<file path="src/rtl/lighting_pkg.sv">
// rtl/lighting_pkg.sv - shared press kinds, encoder states and default timing for the button path
package lighting_pkg;

  typedef enum logic {
    PRESS_SHORT = 1'b0,
    PRESS_LONG  = 1'b1
  } press_kind_t;

  typedef enum logic [1:0] {
    ENC_IDLE   = 2'd0,
    ENC_BOUNCE = 2'd1,
    ENC_HOLD   = 2'd2,
    ENC_GAP    = 2'd3
  } enc_state_t;

  // Classifier and encoder both default to these so the two ends agree on timing
  localparam int DEBOUNCE_P_DEF        = 300;
  localparam int SWITCH_MODE_MIN_T_DEF = 5000;
  localparam int SHORT_HOLD_DEF        = 1000;
  localparam int LONG_HOLD_DEF         = 6000;
  localparam int GAP_T_DEF             = 16;
  localparam int CNT_W_DEF             = 16;
  localparam int BOUNCE_CYCLES         = 12;

endpackage

</file>
<file path="src/rtl/press_timer.sv">
// rtl/press_timer.sv - loadable down-counter that parks at zero
module press_timer #(
  parameter int CNT_W = 16
) (
  input  logic             clk,
  input  logic             rst,
  input  logic             load,
  input  logic [CNT_W-1:0] load_val,
  output logic [CNT_W-1:0] count,
  output logic             zero
);

  assign zero = (count == '0);

  always_ff @(posedge clk or posedge rst) begin
    if (rst) begin
      count <= '0;
    end else if (load) begin
      count <= load_val;
    end else if (!zero) begin
      count <= count - CNT_W'(1);
    end
  end

endmodule

</file>
<file path="src/rtl/press_encoder.sv">
// rtl/press_encoder.sv - turns one-cycle short/long commands into a push_button waveform
// Optional contact-chatter preamble enabled by PRESS_ENCODER_BOUNCE_EN.
module press_encoder
  import lighting_pkg::*;
#(
  parameter int DEBOUNCE_P        = DEBOUNCE_P_DEF,
  parameter int SWITCH_MODE_MIN_T = SWITCH_MODE_MIN_T_DEF,
  parameter int SHORT_HOLD        = SHORT_HOLD_DEF,
  parameter int LONG_HOLD         = LONG_HOLD_DEF,
  parameter int GAP_T             = GAP_T_DEF,
  parameter int CNT_W             = CNT_W_DEF
) (
  input  logic clk,
  input  logic rst,
  input  logic cmd_valid,
  input  logic cmd_long,
  output logic cmd_ready,
  output logic push_button,
  output logic busy,
  output logic done
);

  localparam logic [CNT_W-1:0] SHORT_LOAD  = CNT_W'(SHORT_HOLD - 1);
  localparam logic [CNT_W-1:0] LONG_LOAD   = CNT_W'(LONG_HOLD - 1);
  // The IDLE cycle that carries done supplies the last low cycle of the gap
  localparam logic [CNT_W-1:0] GAP_LOAD    = CNT_W'(GAP_T - 2);
  localparam logic [CNT_W-1:0] BOUNCE_LOAD = CNT_W'(BOUNCE_CYCLES - 1);
  localparam longint CNT_LIMIT = longint'(1) << CNT_W;

  if (!(SHORT_HOLD > DEBOUNCE_P + 2)) begin : g_chk_short_min
    $error("SHORT_HOLD must exceed DEBOUNCE_P+2");
  end
  if (!(SHORT_HOLD < DEBOUNCE_P + SWITCH_MODE_MIN_T)) begin : g_chk_short_max
    $error("SHORT_HOLD must be below DEBOUNCE_P+SWITCH_MODE_MIN_T");
  end
  if (!(LONG_HOLD > DEBOUNCE_P + SWITCH_MODE_MIN_T + 2)) begin : g_chk_long_min
    $error("LONG_HOLD must exceed DEBOUNCE_P+SWITCH_MODE_MIN_T+2");
  end
  if (!(GAP_T >= 2)) begin : g_chk_gap_min
    $error("GAP_T must be at least 2");
  end
  if (!(longint'(SHORT_HOLD) < CNT_LIMIT && longint'(LONG_HOLD) < CNT_LIMIT &&
        longint'(GAP_T) < CNT_LIMIT)) begin : g_chk_cnt_w
    $error("hold and gap values must fit in CNT_W bits");
  end
`ifdef PRESS_ENCODER_BOUNCE_EN
  if (!(BOUNCE_CYCLES < DEBOUNCE_P)) begin : g_chk_bounce
    $error("bounce preamble must be shorter than DEBOUNCE_P");
  end
`endif

  enc_state_t       state;
  press_kind_t      kind_in;
  logic             accept;
  logic             tmr_load;
  logic [CNT_W-1:0] tmr_val;
  logic [CNT_W-1:0] tmr_count;
  logic             tmr_zero;
  logic             tmr_count_unused;

  function automatic logic [CNT_W-1:0] hold_load(input press_kind_t kind);
    return (kind == PRESS_LONG) ? LONG_LOAD : SHORT_LOAD;
  endfunction

  assign kind_in          = cmd_long ? PRESS_LONG : PRESS_SHORT;
  assign cmd_ready        = (state == ENC_IDLE);
  assign busy             = (state != ENC_IDLE);
  assign accept           = cmd_valid && cmd_ready;
  assign tmr_count_unused = ^tmr_count;

`ifdef PRESS_ENCODER_BOUNCE_EN
  press_kind_t kind_q;
`endif

  always_comb begin
    tmr_load = 1'b0;
    tmr_val  = '0;
    case (state)
      ENC_IDLE: begin
        if (accept) begin
          tmr_load = 1'b1;
`ifdef PRESS_ENCODER_BOUNCE_EN
          tmr_val  = BOUNCE_LOAD;
`else
          tmr_val  = hold_load(kind_in);
`endif
        end
      end
`ifdef PRESS_ENCODER_BOUNCE_EN
      ENC_BOUNCE: begin
        if (tmr_zero) begin
          tmr_load = 1'b1;
          tmr_val  = hold_load(kind_q);
        end
      end
`endif
      ENC_HOLD: begin
        if (tmr_zero) begin
          tmr_load = 1'b1;
          tmr_val  = GAP_LOAD;
        end
      end
      default: ;
    endcase
  end

  press_timer #(
    .CNT_W(CNT_W)
  ) u_timer (
    .clk     (clk),
    .rst     (rst),
    .load    (tmr_load),
    .load_val(tmr_val),
    .count   (tmr_count),
    .zero    (tmr_zero)
  );

  always_ff @(posedge clk or posedge rst) begin
    if (rst) begin
      state       <= ENC_IDLE;
      push_button <= 1'b0;
      done        <= 1'b0;
`ifdef PRESS_ENCODER_BOUNCE_EN
      kind_q      <= PRESS_SHORT;
`endif
    end else begin
      done <= 1'b0;
      case (state)
        ENC_IDLE: begin
          push_button <= 1'b0;
          if (accept) begin
            push_button <= 1'b1;
`ifdef PRESS_ENCODER_BOUNCE_EN
            kind_q      <= kind_in;
            state       <= ENC_BOUNCE;
`else
            state       <= ENC_HOLD;
`endif
          end
        end
`ifdef PRESS_ENCODER_BOUNCE_EN
        ENC_BOUNCE: begin
          if (tmr_zero) begin
            state       <= ENC_HOLD;
            push_button <= 1'b1;
          end else begin
            // Level follows bit 1 of the next count: two cycles high, two low
            push_button <= ~(tmr_count[1] ^ tmr_count[0]);
          end
        end
`endif
        ENC_HOLD: begin
          push_button <= 1'b1;
          if (tmr_zero) begin
            state       <= ENC_GAP;
            push_button <= 1'b0;
          end
        end
        ENC_GAP: begin
          push_button <= 1'b0;
          if (tmr_zero) begin
            state <= ENC_IDLE;
            done  <= 1'b1;
          end
        end
        default: begin
          state       <= ENC_IDLE;
          push_button <= 1'b0;
        end
      endcase
    end
  end

endmodule
</file>
<file path="config.mk">
export PLATFORM = sky130hd
export DESIGN_NAME = press_encoder
export DESIGN_NICKNAME = d
export VERILOG_FILES = /design/src/rtl/lighting_pkg.sv /design/src/rtl/press_timer.sv /design/src/rtl/press_encoder.sv
export SDC_FILE = /design/constraint.sdc
export NUM_CORES = 1
export LEC_CHECK = 0
export CAP_MARGIN = 20
export CORE_AREA = 5 5 58 80
export CTS_BUF_LIST = sky130_fd_sc_hd__clkbuf_8 sky130_fd_sc_hd__clkbuf_16
export CTS_CLUSTER_SIZE = 28
export DETAILED_ROUTE_END_ITERATION = 16
export DIE_AREA = 0 0 63 85
export GPL_TIMING_DRIVEN = 1
export PLACE_DENSITY = 0.42
export SYNTH_ARGS = -nofsm -noshare
export SYNTH_HDL_FRONTEND = slang
export SYNTH_SLANG_ARGS = --single-unit
</file>
<file path="constraint.sdc">
create_clock -name clk -period 3.8 [get_ports clk]
set_input_delay 0.76 -clock clk [delete_from_list [all_inputs] [get_ports clk]]
set_output_delay 0.76 -clock clk [all_outputs]
set_load 0.03 [all_outputs]
</file>
==> impl_metrics.toml <==
[status]
run_status = "completed"

[sta]
setup_repair_after_global_routing_missed_its_margin = "false"
period_share_pct = 61.9
slew-limit-headroom_pct = 46.8
finalCriticalPeriod_ns = 2.35
max_freq_mhz = 425
timing.final.max_slew_violations = 0
whs_ns = 0.557
finalHoldViolCount = 0
finalClockSkew_ns = 0.00487
finalSetupViolations = 0
final.setup.tns_ns = 0
timing_worst_slew_pin_value_ns = 0.798

[final_layout]
drive_gt1_share_pct = 9.02
fin_area_um2 = 1290
areaGrowthSynthToFinish_pct = 17.8
number_of_inserted_diodes = 0
layout_commonest_cell = "dfrtp_1"
final_nets = 129
final_cells = 165
final_cell_mix = "20 x dfrtp_1, 11 x o21ai_0, 8 x nand2_1"
layout.filler_cells = 387

[placed_design]
placer_congestion_estimate = 0.766
dp.cells = 161
dp.final_hpwl_um = 1930
port-buffer-count = 7
post_dp_cell_area_um2 = 1220

[power_and_ir_drop]
comb_power_share_pct = 3.1
p_total_uw = 446
vdd_drop_max_mv = 0.153
power_frac_clock_pct = 48.2
static-leakage-power_nw = 0.479
total_power_per_unit_cell_area_nw_per_um2 = 346
proportion_of_total_power_due_to_net_switching_pct = 19.1
power.switching_uw = 85.0
power.share.sequential_pct = 48.7
total_internal_power_uw = 361

[logic_synthesis]
syn_inst = 111
synth.yosys.seq_area_share_pct = 45.7
post_synth.cell_area_avg_um2 = 9.86
mappedNetlistArea_um2 = 1090
syn_nets = 117
yosys_register_bits = 20
synth_warn = 0
synth_cell_type_count = 29

[cts]
holdBufCountCts = 0
cts_made_buffers = 3
cts_tree = "built"
clock_tree.buffer_depth = 2
cts_repair_resize_count = 0
clock_latency_late_sink_ns = 0.26
cts.root.buffer_cell = "clkbuf_8"
cts_post_setup_buffers_inserted = 0
path_clk_slew_ns = 0.08
clock_sink_count = 20
htree_levels = 1

[global_route]
grt_total_usage_pct = 10.5
antenna_found_initial = 0
grt_first_pass_wirelength_um = 4550
globalRoute.totalOverflow = 0
number_of_global_route_vias_before_repair = 893
grt_max_degree = 21

[floorplanning]
placeableCoreArea_um2 = 3880
initial_utilization_pct = 28.2
core.rowCount = 27
dieWidth_um = 63
fp.dieArea_um2 = 5360
die_height_um = 85
ioPinCount = 8

[detailed_routing]
wire_per_inst_um = 16.1
avgViaCountPerCell = 5.28
drtIter0Drc = 22
routed_wl_um = 2650
dr_total_vias = 871
ant_nets = 0
first_pass_iters = 4
drcViolationCount = 0

[critical_path]
endpoint_kind = "output port"
criticalPathCategory = "reg2out"
start_kind = "flip-flop"
critPathArrivalTime_ns = 1.59
path_max_fanout = 7
required_ns = 3.04

[flow_run]
cap_viol_max_count = 0

[min_path]
holdCritPathClass = "reg2reg"
[kinds of logic (layout without fill, tap and decap cells)]
logic type / after synthesis / count (layout) / share of synthesized area (%)
compound gates: 30 / 30 / 18.1
xor+xnor: 7 / 7 / 5.60
simple gates: 45 / 45 / 25.9
fa+ha+maj: 2 / 2 / 2.29
flops: 20 / 20 / 45.7
buf+inv: 7 / 18 / 2.40
[synthesized netlist by cell type]
master / count / area, um^2
xor2_1: 7 / 61.3
nor4_1: 1 / 6.26
a211o_1: 1 / 8.76
or3b_4: 1 / 11.3
inv_1: 7 / 26.3
and3_1: 1 / 6.26
o31ai_1: 4 / 30.0
nor3b_2: 1 / 12.5
o221ai_1: 1 / 8.76
nand2_1: 8 / 30.0
nand3_1: 6 / 30.0
dfrtp_1: 20 / 500
or3b_2: 1 / 8.76
o211ai_1: 2 / 15.0
a32oi_1: 1 / 8.76
or4_1: 5 / 37.5
ha_1: 2 / 25.0
a21oi_1: 7 / 35.0
nand4_1: 3 / 18.8
a21o_1: 2 / 15.0
nand3b_1: 1 / 7.51
o21ai_0: 11 / 55.1
o31ai_4: 1 / 21.3
nand3_4: 1 / 17.5
nor2b_1: 2 / 12.5
or3_4: 1 / 11.3
nor3_1: 6 / 30.0
nor4_4: 1 / 21.3
nor2_1: 6 / 22.5
[worst max-delay path, stage by stage (launching register included)]
cell and delay, ns:
dfrtp_1 0.45, nor2_1 0.19, clkdlybuf4s50_1 0.70
[metal layers]
layer	vias to the layer above	share of wire [%]	track usage (%)
li1	436	-	-
met1	423	46	13.4
met2	6	49	17.4
met3	6	1.2	1.59
met4	0	2.9	4.83
met5	-	0	0
[registers in the layout (all words and copies together) (netlist names)]
register and flops:
push_button 1, state 2, u_timer.count 16, done 1
[layout make-up]
cell class / instances / area [um^2] / area share, %
clock buffers: 3 / 41.3 / 3.20
clock inverters: 1 / 30.0 / 2.33
repair buffers: 7 / 70.1 / 5.43
multi-input cells: 84 / 568 / 44.0
flip-flops and latches: 20 / 500 / 38.8
inverters: 7 / 26.3 / 2.04
well taps: 43 / 53.8 / 4.17
[worst paths after layout]
check	from	to	slack, ns	depth (start not counted)
worst max-delay path	state[1]	cmd_ready	1.45	2
worst min-delay path	u_timer.count[11]	u_timer.count[11]	0.56	2
worst max register to register	u_timer.count[2]	push_button	1.67	4
worst min register to register	u_timer.count[11]	u_timer.count[11]	0.56	2
max in group asynchronous	rst	push_button	2.36	2
min in group asynchronous	rst	u_timer.count[5]	0.95	2
[power groups by stage]
stage	logic, mW	clock network (mW)	registers [mW]
final	0.0139	0.215	0.217
after global routing	0.0159	0.230	0.218
after CTS	0.0146	0.219	0.217
after detailed placement	0.0146	0	0.222
after global placement	0.0148	0	0.222
after floorplan	0.00833	0	0.221
[metrics by stage]
step / utilization (%) / setup slack (ns)
2_1_floorplan: - / 1.85
3_3_place_gp: 31.4 / 1.54
3_5_place_dp: 31.4 / 1.57
4_1_cts: 33.2 / 1.43
5_1_grt: 33.2 / 1.36
6_report: 33.2 / 1.45
Power figures use the tool's default switching activity.
